`config.mk`:
```
export PLATFORM = sky130hd
export DESIGN_NAME = mul_div_unit
export DESIGN_NICKNAME = d
export VERILOG_FILES = /design/src/rtl/mul_div_unit.sv
export SDC_FILE = /design/constraint.sdc
export NUM_CORES = 1
export LEC_CHECK = 0
export ABC_AREA = 1
export CAP_MARGIN = 15
export CELL_PAD_IN_SITES_DETAIL_PLACEMENT = 0
export CELL_PAD_IN_SITES_GLOBAL_PLACEMENT = 1
export CORE_UTILIZATION = 45
export CTS_CLUSTER_DIAMETER = 120
export DETAILED_ROUTE_END_ITERATION = 8
export PLACE_DENSITY_LB_ADDON = 0.1
export SLEW_MARGIN = 10
export SYNTH_ARGS = -nofsm -noshare
export SYNTH_HDL_FRONTEND = slang
export SYNTH_SLANG_ARGS = --single-unit
```
`constraint.sdc`:
```
create_clock -name clk -period 10.72 [get_ports clk]
set_input_delay 2.68 -clock clk [delete_from_list [all_inputs] [get_ports clk]]
set_output_delay 2.68 -clock clk [all_outputs]
set_load 0.005 [all_outputs]
```
`src/rtl/mul_div_unit.sv`:
```
// rtl/mul_div_unit.sv - iterative 32-bit MULT/MULTU/DIV/DIVU unit returning {HI,LO}
module mul_div_unit #(
  parameter int DATA_W = 32
) (
  input  logic                clk,
  input  logic                rst,
  input  logic                start,
  input  logic [1:0]          op,
  input  logic                flush,
  input  logic [DATA_W-1:0]   src_a,
  input  logic [DATA_W-1:0]   src_b,
  output logic                busy,
  output logic                done,
  output logic [2*DATA_W-1:0] result
);

  localparam int CNT_W = $clog2(DATA_W);

  typedef enum logic [1:0] {
    IDLE = 2'd0,
    CALC = 2'd1,
    FIX  = 2'd2
  } state_t;

  state_t              state;
  logic [CNT_W-1:0]    cnt;
  // acc holds {product_hi, multiplier/product_lo} for multiply and
  // {partial_rem, dividend/quotient} for divide.
  logic [2*DATA_W-1:0] acc;
  logic [DATA_W-1:0]   opnd;
  logic                is_div;
  logic                sign_a;
  logic                sign_b;
  logic                b_zero;

  logic                is_signed_in;
  logic                a_neg_in;
  logic                b_neg_in;
  logic [DATA_W-1:0]   a_mag;
  logic [DATA_W-1:0]   b_mag;
  logic [DATA_W:0]     mul_sum;
  logic [DATA_W:0]     div_shift;
  logic [DATA_W:0]     div_diff;
  logic [DATA_W-1:0]   quot_fix;
  logic [DATA_W-1:0]   rem_fix;
  logic [2*DATA_W-1:0] fix_val;

  // Operand magnitudes and one radix-2 step for each operation type
  always_comb begin
    is_signed_in = ~op[0];
    a_neg_in     = is_signed_in & src_a[DATA_W-1];
    b_neg_in     = is_signed_in & src_b[DATA_W-1];
    a_mag        = a_neg_in ? (~src_a + 1'b1) : src_a;
    b_mag        = b_neg_in ? (~src_b + 1'b1) : src_b;
    mul_sum      = {1'b0, acc[2*DATA_W-1:DATA_W]} + (acc[0] ? {1'b0, opnd} : {(DATA_W+1){1'b0}});
    div_shift    = {acc[2*DATA_W-1:DATA_W], acc[DATA_W-1]};
    div_diff     = div_shift - {1'b0, opnd};
  end

  // Sign correction of the magnitude result; divide-by-zero forces an all-ones quotient
  always_comb begin
    quot_fix = acc[DATA_W-1:0];
    rem_fix  = acc[2*DATA_W-1:DATA_W];
    fix_val  = acc;
    if (is_div) begin
      if (b_zero) begin
        quot_fix = {DATA_W{1'b1}};
      end else if (sign_a ^ sign_b) begin
        quot_fix = ~acc[DATA_W-1:0] + 1'b1;
      end
      if (sign_a) begin
        rem_fix = ~acc[2*DATA_W-1:DATA_W] + 1'b1;
      end
      fix_val = {rem_fix, quot_fix};
    end else if (sign_a ^ sign_b) begin
      fix_val = ~acc + 1'b1;
    end
  end

  // Control FSM with registered busy/done/result
  always_ff @(posedge clk or posedge rst) begin
    if (rst) begin
      state  <= IDLE;
      cnt    <= '0;
      acc    <= '0;
      opnd   <= '0;
      is_div <= 1'b0;
      sign_a <= 1'b0;
      sign_b <= 1'b0;
      b_zero <= 1'b0;
      busy   <= 1'b0;
      done   <= 1'b0;
      result <= '0;
    end else begin
      done <= 1'b0;
      if (flush) begin
        state <= IDLE;
        busy  <= 1'b0;
      end else begin
        case (state)
          IDLE: begin
            if (start) begin
              is_div <= op[1];
              sign_a <= a_neg_in;
              sign_b <= b_neg_in;
              b_zero <= (src_b == '0);
              cnt    <= '0;
              if (op[1]) begin
                acc  <= {{DATA_W{1'b0}}, a_mag};
                opnd <= b_mag;
              end else begin
                acc  <= {{DATA_W{1'b0}}, b_mag};
                opnd <= a_mag;
              end
              busy  <= 1'b1;
              state <= CALC;
            end
          end
          CALC: begin
            if (is_div) begin
              if (!div_diff[DATA_W]) begin
                acc <= {div_diff[DATA_W-1:0], acc[DATA_W-2:0], 1'b1};
              end else begin
                acc <= {div_shift[DATA_W-1:0], acc[DATA_W-2:0], 1'b0};
              end
            end else begin
              acc <= {mul_sum, acc[DATA_W-1:1]};
            end
            cnt <= cnt + 1'b1;
            if (cnt == CNT_W'(DATA_W - 1)) begin
              state <= FIX;
            end
          end
          FIX: begin
            result <= fix_val;
            done   <= 1'b1;
            busy   <= 1'b0;
            state  <= IDLE;
          end
          default: begin
            state <= IDLE;
            busy  <= 1'b0;
          end
        endcase
      end
    end
  end

endmodule

```
==> results of run 1 <==
worst reg2reg max path, delay by kind of cell (launching register included):
kind	cells	cell delay, ns
compound gates	2	0.32
buf+inv	5	2.07
simple gates	5	0.52
flops	1	0.37
stage by stage:
stage               setup WS [ns]  instances  instance area [µm²]   util
global route                 5.13       3728                20400  0.515
detailed placement           4.92       3696                19800  0.500
floorplan                    3.35       3118                18100      -
global placement             4.69       3695                19800  0.500
finish                       5.34       3728                20400  0.515
CTS                          5.41       3728                20400  0.515
power by group through the flow:
| stage | Combinational [mW] | Sequential, mW | Clock (mW) |
|---|---|---|---|
| after floorplan | 2.28 | 0.917 | 0 |
| after global placement | 2.97 | 1.10 | 0 |
| after detailed placement | 2.99 | 1.11 | 0 |
| after CTS | 3.00 | 1.09 | 0.654 |
| after global routing | 3.42 | 1.12 | 0.678 |
| final | 3.06 | 1.11 | 0.649 |
synth_stat cells, types with 2 or more instances:
cell type,n,area [µm²]
nand2_2,10,62.6
or2_2,11,68.8
a21o_1,3,22.5
buf_2,16,80.1
nand2_1,1058,3970
nor4_1,4,25.0
fa_1,2,40.0
nand3b_1,17,128
o31ai_1,6,45.0
o22ai_1,10,62.6
inv_1,425,1600
nor3_1,15,75.1
nand3_1,330,1650
ha_1,70,876
nor2_4,2,22.5
nand4_1,43,269
xnor2_1,9,78.8
o221ai_1,6,52.6
buf_4,3,22.5
o21bai_1,7,52.6
and3_1,3,18.8
nand3_2,11,110
nor2_2,14,87.6
inv_2,13,48.8
a21oi_1,143,716
nor2_1,315,1180
nand2_4,4,45.0
dfrtp_1,173,4330
and2_1,3,18.8
xor2_1,78,683
clkbuf_1,66,248
clkinv_1,3,11.3
o211ai_1,31,233
a31oi_1,7,43.8
a22oi_1,5,37.5
o21ai_1,26,130
o21ai_0,145,726
buf_1,16,60.1
metal layers:
layer  GRT usage  share of wire  vias up
met5           0              0        -
met3      0.0390          0.076      107
met1       0.489           0.45     9563
met2       0.525           0.43      864
met4       0.158          0.045        0
li1            -              -    10100
worst paths after layout:
check	to	slack (ns)	depth (start not counted)	from
worst max-delay path	cnt[3]$_DFFE_PP0P_	5.34	11	flush
worst min-delay path	result[45]$_DFFE_PP0P_	0.48	2	result[45]$_DFFE_PP0P_
worst max register to register	result[49]$_DFFE_PP0P_	7.33	12	sign_a$_DFFE_PP0P_
worst min register to register	result[45]$_DFFE_PP0P_	0.48	2	result[45]$_DFFE_PP0P_
max in group asynchronous	is_div$_DFFE_PP0P_	6.69	3	rst
min in group asynchronous	done$_DFF_PP0_	2.61	2	rst
area by class of cell:
cell class / instances / share of cell area
clock buffer: 19 / 0.0217
clock inverter: 13 / 0.00729
inverter: 441 / 0.0813
multi-input combinational: 2401 / 0.571
sequential: 173 / 0.212
tap: 525 / 0.0322
timing repair buffer: 156 / 0.0741
kinds of logic (layout without fill, tap and decap cells):
kind of cell,after synthesis,in the layout,synth area share
simple gates,1846,1846,0.431
xor+xnor,87,87,0.0421
mux,1,1,0.000554
fa+ha+maj,72,72,0.0507
compound gates,395,395,0.121
flops,173,173,0.239
buf+inv,544,629,0.116
state kept, by name, summed over array words and instances (netlist names):
register and flops:
done 1, busy 1, sign_a 1, opnd 32, acc 64, b_zero 1, result 64, sign_b 1
cnt 5, state 2, is_div 1
==> flow_summary.ini, run 1 <==
[status]
status = completed

[floorplanning]
coreArea_um2 = 39600
initial_core_util = 0.456
die_w_um = 202
row_count = 73
die_area_um2 = 41000
die_y_um = 202
ios = 136

[detailed_routing]
avgViaCountPerCell = 5.53
final_antenna_net_count = 0
drc = 0
drt_iter0_markers = 2013
drt_first_pass_iters = 6
post_drt_wl_per_cell_um = 18.9
via_count = 20600
wirelength_um = 70500

[worst_setup_path]
slowest_stage = inv_2
cp_top_family = buffers and inverters
timing.critical_path.buf_inv = 4
crit_required_ns = 11.07
path_cells = clkdlybuf4s50_1 -> nor2_1 -> nand2_1 -> nor2_2 -> buf_4 -> nor2_4 -> buf_4 -> inv_2 -> nand4_1 -> o21ai_0 -> a21oi_1
cp_common_cell = buf_4
cp-start-kind = input pin
cpPeakStageDelay_ns = 0.71
cp_max_fo = 58
critPathArrivalTime_ns = 5.73
crit_path_end_kind = flop
crit_type = in -> reg

[clock_network]
h-tree-depth = 4
cts_sinks = 173
clk_pin_slew_ns = 0.08
cts_root_buf = clkbuf_16
cts_tree = done
post_cts_buffers = 0
clockBufferDepth = 2
clock_latency_ns = 0.46
cts_hold_buffers = 0
postCtsResizedCells = 0
numCtsBuffers = 17

[placed_design]
dp_hpwl_um = 56200
finalWeightedCongestion = 0.982
io_buffers = 135

[power_and_ir_drop]
power_switching_mw = 2.74
switching_share = 0.570
seqPwrFrac = 0.231
p_int_mw = 2.07
power_density_nw_per_um2 = 236
ir_drop_mv = 0.144
power_mw = 4.82
leakagePower_nw = 10.8
p_comb_frac = 0.635
clkPwrFrac = 0.135

[timing]
period_minus_slack_ns = 5.38
max_freq_ghz = 0.186
setup_violations = 0
rsz0062_at_grt = no
setup_tns_ns = 0
slew_headroom = 0.202
hold_ws_ns = 0.477
hold_violations = 0
worstMarginPinSlew_ns = 1.19
fin_crit_sh = 0.502
drv_slew = 0
fin_skew_ns = 0.0192

[global_routing]
grt_pass1_wl_um = 109000
antenna_found_initial = 0
grt_pass1_vias = 19100
grt_max_degree = 75
grt.overflow.total = 0
grt_usage = 0.345

[job]
cap_violations = 0

[worst_hold_path]
hold_class = reg -> reg

[yosys]
syn_area_per_cell_um2 = 5.80
ys.flop_type = dfrtp_1
syn_nets = 3260
synth-seq-cells = 173
synth_area_um2 = 18100
synthArstFlopShare = 1.00
yosysUniqueCellTypes = 53
syn_inst = 3118
yosysSeqAreaShare = 0.239
yosys_warnings = 0
synth_edf_count = 0

[finish]
syn_to_final_growth_pct = 12.9
final_common_cell = nand2_1
drive_gt1_frac = 0.0403
fin_nets = 3332
seqCellArea_um2 = 4330
final_cell_mix = nand2_1 (1057), inv_1 (422), nand3_1 (330)
antenna_cells = 0
multi_input_area_um2 = 11700
num-fill-cells = 4308
Note: power is estimated with default switching activity, not from simulation.
==> inputs of run 2 (changes only) <==
--- a/config.mk
+++ b/config.mk
@@ -9,7 +9,7 @@
 export CAP_MARGIN = 15
 export CELL_PAD_IN_SITES_DETAIL_PLACEMENT = 0
 export CELL_PAD_IN_SITES_GLOBAL_PLACEMENT = 1
-export CORE_UTILIZATION = 45
+export CORE_UTILIZATION = 38
 export CTS_CLUSTER_DIAMETER = 120
 export DETAILED_ROUTE_END_ITERATION = 8
 export PLACE_DENSITY_LB_ADDON = 0.1
==> constraint.sdc (replaced) <==
create_clock -name clk -period 4.5 [get_ports clk]
set_input_delay 1.125 -clock clk [delete_from_list [all_inputs] [get_ports clk]]
set_output_delay 1.125 -clock clk [all_outputs]
set_load 0.005 [all_outputs]
==> flow_summary.ini, run 2 (synthesized netlist as in run 1, its figures left out) <==
[status]
status = finished, violations left
violations = design-rule violations

[finish]
antenna_cells = 0
final_common_cell = nand2_1
final_area_um2 = 20700
fin_nets = 3354
syn_to_final_growth_pct = 14.3
final_cell_mix = nand2_1 (1057), inv_1 (422), nand3_1 (330)
drive_gt1_frac = 0.0468
num-fill-cells = 5168
top_regs = acc (64), result (64), opnd (32)
multi_input_area_um2 = 11700
seqCellArea_um2 = 4330

[timing]
worstMarginPinSlew_ns = 1.08
drv_slew = 0
period_minus_slack_ns = 3.29
rsz0062_at_grt = no
fin_skew_ns = 0.0216
slew_headroom = 0.276
fin_crit_sh = 0.732
setup_violations = 0
setup_tns_ns = 0
max_freq_ghz = 0.304
hold_violations = 0

[floorplanning]
initial_core_util = 0.387
die_area_um2 = 48500
die_w_um = 220
ios = 136
die_y_um = 220
coreArea_um2 = 46800
row_count = 79

[worst_setup_path]
crit_required_ns = 4.88
timing.critical_path.buf_inv = 2
path_cells = ha_1 -> nand2_1 -> nand2_1 -> inv_2 -> nand2_1 -> inv_2 -> nand2_1 -> a21oi_4 -> nand2_4 -> nand2_1 -> nand2_1 -> nand2_1 -> nand2_1 -> o21bai_1 -> nand2_1
crit_path_end_kind = flop
critPathArrivalTime_ns = 3.67
cp_common_cell = nand2_1
cp_top_family = simple AND/OR/NAND/NOR gates
cpPeakStageDelay_ns = 0.80
crit_type = reg -> reg
slowest_stage = dfrtp_1
cp-start-kind = flop
cp_max_fo = 30

[clock_network]
numCtsBuffers = 17
clockBufferDepth = 2
cts_hold_buffers = 0
postCtsResizedCells = 0
clk_pin_slew_ns = 0.08
h-tree-depth = 4
clock_latency_ns = 0.51
post_cts_buffers = 0
cts_tree = done
cts_root_buf = clkbuf_16
cts_sinks = 173

[detailed_routing]
avgViaCountPerCell = 5.34
via_count = 20400
post_drt_wl_per_cell_um = 19.8
final_antenna_net_count = 0
drt_first_pass_iters = 9
wirelength_um = 76000
drt_iter0_markers = 1760
drc = 14

[job]
cap_violations = 0

[placed_design]
postPlaceCellArea_um2 = 20100
finalWeightedCongestion = 0.945
io_buffers = 135
dp_hpwl_um = 60900

[global_routing]
antenna_found_initial = 0
grt_usage = 0.317
grt_max_degree = 119
grt.overflow.total = 0
grt_pass1_wl_um = 114000
grt_pass1_vias = 18700

[power_and_ir_drop]
ir_drop_mv = 0.337
leakagePower_nw = 10.9
power_density_nw_per_um2 = 562

[worst_hold_path]
hold_class = reg -> reg
run 2: layout make-up:
class,instances,share of cell area
Clock inverter,13,0.00587
Inverter,441,0.0803
Sequential cell,173,0.209
Tap cell,607,0.0367
Multi-Input combinational cell,2401,0.565
Timing Repair Buffer,178,0.0816
Clock buffer,19,0.0214
run 2: worst register-to-register path, cell delays in order, from the launching register on:
cell      delay [ns]
dfrtp_1         0.80
ha_1            0.42
nand2_1         0.10
nand2_1         0.08
inv_2           0.05
nand2_1         0.07
inv_2           0.05
nand2_1         0.09
a21oi_4         0.21
nand2_4         0.08
nand2_1         0.08
nand2_1         0.62
nand2_1         0.24
nand2_1         0.07
o21bai_1        0.15
nand2_1         0.07
run 2: path summary, 6_finish.rpt:
path,start,endpoint,slack [ns],cells past startpoint
worst max-delay path,acc[54]$_DFFE_PP0P_,acc[41]$_DFFE_PP0P_,1.21,15
worst min-delay path,result[35]$_DFFE_PP0P_,result[35]$_DFFE_PP0P_,0.48,2
worst max register to register,acc[54]$_DFFE_PP0P_,acc[41]$_DFFE_PP0P_,1.21,15
worst min register to register,result[35]$_DFFE_PP0P_,result[35]$_DFFE_PP0P_,0.48,2
max in group asynchronous,rst,is_div$_DFFE_PP0P_,2.63,3
min in group asynchronous,rst,result[58]$_DFFE_PP0P_,0.92,2
run 2: power breakdown:
part / internal [mW] / total, mW / switching, mW
clock network: 0.747 / 1.52 / 0.775
registers: 1.85 / 2.53 / 0.685
logic: 2.36 / 7.56 / 5.20
total: 4.95 / 11.6 / 6.66
run 2: per-stage QoR:
step	utilization	power, mW	hold slack [ns]	setup WS (ns)	std cells
6_report	0.442	11.6	0.481	1.21	3832
5_1_grt	0.442	12.6	0.498	0.970	3832
4_1_cts	0.442	11.5	0.488	1.28	3832
3_5_place_dp	0.430	9.96	0.466	0.911	3800
3_3_place_gp	0.430	9.94	0.461	0.944	3800
2_1_floorplan	-	7.62	0.449	1.16	3118
run 2: per-layer routing:
metal  share of wire  global-route usage
met1            0.47               0.451
met4           0.028               0.104
met2            0.44               0.494
met3           0.062              0.0397
met5               0                   0
==> inputs of run 3 (changes only) <==
==> constraint.sdc (replaced) <==
create_clock -name clk -period 2.8 [get_ports clk]
set_input_delay 0.7 -clock clk [delete_from_list [all_inputs] [get_ports clk]]
set_output_delay 0.7 -clock clk [all_outputs]
set_load 0.005 [all_outputs]
==> flow_summary.ini, run 3 (synthesized netlist as in run 1, its figures left out) <==
[status]
status = finished, violations left
violations = design-rule violations

[clock_network]
cts_tree = done
clock_latency_ns = 0.50
clk_pin_slew_ns = 0.09
cts_sinks = 173
h-tree-depth = 4
clockBufferDepth = 2
cts_root_buf = clkbuf_16
numCtsBuffers = 17

[worst_setup_path]
critPathArrivalTime_ns = 3.10
path_depth = 13
crit_type = reg -> reg
path_cells = buf_4 -> inv_1 -> ha_1 -> nand3_1 -> inv_1 -> nand2_1 -> nor2_2 -> nand4_1 -> o21ai_0 -> o21ai_0 -> xor2_1 -> nand2_1 -> nand2_1
reg2reg_depth = 13
timing.critical_path.buf_inv = 3
slowest_stage = dfrtp_2
cp-endpoint = result[38]$_DFFE_PP0P_
cp-start-kind = flop
worst_r2r_endpoint = result[38]$_DFFE_PP0P_
crit_path_end_kind = flop
cp_common_cell = nand2_1
cp_top_family = simple AND/OR/NAND/NOR gates
reg2reg_slack_ns = 0.14
cp_max_fo = 6
cpPeakStageDelay_ns = 0.47
r2r_start = acc[0]$_DFFE_PP0P_
startpoint = acc[0]$_DFFE_PP0P_
crit_required_ns = 3.24

[detailed_routing]
wl_met1_um = 35500
drt_iter0_markers = 1719
drc = 7
via_count = 21200
met3_length_um = 4990
avgViaCountPerCell = 5.30
wirelength_um = 77500
final_antenna_net_count = 0
routed.top_layer = met4
post_drt_wl_per_cell_um = 19.4
drt_first_pass_iters = 8
wl_met2_um = 34400

[global_routing]
grt_usage = 0.322
grt_pass1_wl_um = 116000
grt.overflow.total = 0
grt_max_degree = 66
antenna_found_initial = 0
grt_pass1_vias = 19500

[finish]
final_common_cell = nand2_1
final_cell_mix = nand2_1 (1053), inv_1 (422), nand3_1 (327)
drive_gt1_frac = 0.105
fin_nets = 3524
top_regs = acc (64), result (64), opnd (32)
final_area_um2 = 22300
antenna_cells = 0
layoutNonFillerInstCount = 4002
post-route-util = 0.476
syn_to_final_growth_pct = 23.2

[timing]
fin_crit_sh = 0.951
worstMarginPinSlew_ns = 0.624
period_minus_slack_ns = 2.66
fin_skew_ns = 0.0179
drv_slew = 0
hold_violations = 0
setup_violations = 0
slew_headroom = 0.580
rsz0062_at_grt = yes
max_freq_ghz = 0.375

[placed_design]
dpl.cell_count = 3969
io_buffers = 135
finalWeightedCongestion = 0.980
postPlaceCellArea_um2 = 21500
dp_hpwl_um = 64000

[power_and_ir_drop]
power_density_nw_per_um2 = 899
power_mw = 20.0
ir_drop_mv = 0.533
leakagePower_nw = 11.8

[job]
cap_violations = 0

[floorplanning]
initial_core_util = 0.387
die_y_um = 220
ios = 136
die_w_um = 220
die_area_um2 = 48500
row_count = 79
coreArea_um2 = 46800

[worst_hold_path]
hold_class = reg -> reg
[run 3: changes by cell type in the layout (fill, tap and decap cells not counted), sizes merged]
cell,delta
clkinvlp,+2
clkinv,+3
clkbuf,-2
inv,-3
buf,+170
[run 3: cell type report]
type	instances	area (µm²)
Multi-Input combinational cell	2401	11800
Clock inverter	15	188
Tap cell	607	759
Inverter	441	1660
Clock buffer	17	425
Timing Repair Buffer	348	3120
Fill cell	4982	24500
Sequential cell	173	4330
[run 3: worst register-to-register path: stages, from the launching register on]
cell and delay (ns):
dfrtp_2 0.47, buf_4 0.17, inv_1 0.08, ha_1 0.18
nand3_1 0.10, inv_1 0.09, nand2_1 0.08, nor2_2 0.19
nand4_1 0.28, o21ai_0 0.29, o21ai_0 0.19, xor2_1 0.32
nand2_1 0.10, nand2_1 0.07
[run 3: where the power goes]
group | total [mW] | switching, mW | internal, mW
Combinational | 13.8 | 9.16 | 4.68
Clock | 2.54 | 1.33 | 1.21
Sequential | 3.64 | 0.666 | 2.98
[run 3: worst min path at each step]
stage	startpoint	end	cells past startpoint
6_report	result[59]$_DFFE_PP0P_	result[59]$_DFFE_PP0P_	2
2_1_floorplan	acc[12]$_DFFE_PP0P_	acc[12]$_DFFE_PP0P_	2
4_1_cts	result[59]$_DFFE_PP0P_	result[59]$_DFFE_PP0P_	2
5_1_grt	result[61]$_DFFE_PP0P_	result[61]$_DFFE_PP0P_	2
3_5_place_dp	result[49]$_DFFE_PP0P_	result[49]$_DFFE_PP0P_	2
3_3_place_gp	result[52]$_DFFE_PP0P_	result[52]$_DFFE_PP0P_	2
[run 3: through the flow]
step / setup slack [ns] / setup TNS, ns / hold WS (ns)
after global routing: -0.0162 / -0.0338 / 0.510
after global placement: -0.0591 / -0.119 / 0.461
after CTS: 0.0227 / 0 / 0.489
final: 0.136 / 0 / 0.482
after detailed placement: -0.0721 / -0.330 / 0.467
after floorplan: -0.111 / -19.15 / 0.449
[run 3: what timing repair did]
action	in CTS	in global routing
setup endpoints to repair	0	27
resized for setup	0	40
hold buffers	0	0
setup buffers	0	1
[run 3: per-layer routing]
layer | vias to the layer above | global-route usage
met2 | 752 | 0.503
met1 | 9896 | 0.449
met3 | 96 | 0.0467
met5 | - | 0
li1 | 10400 | -
met4 | 0 | 0.122
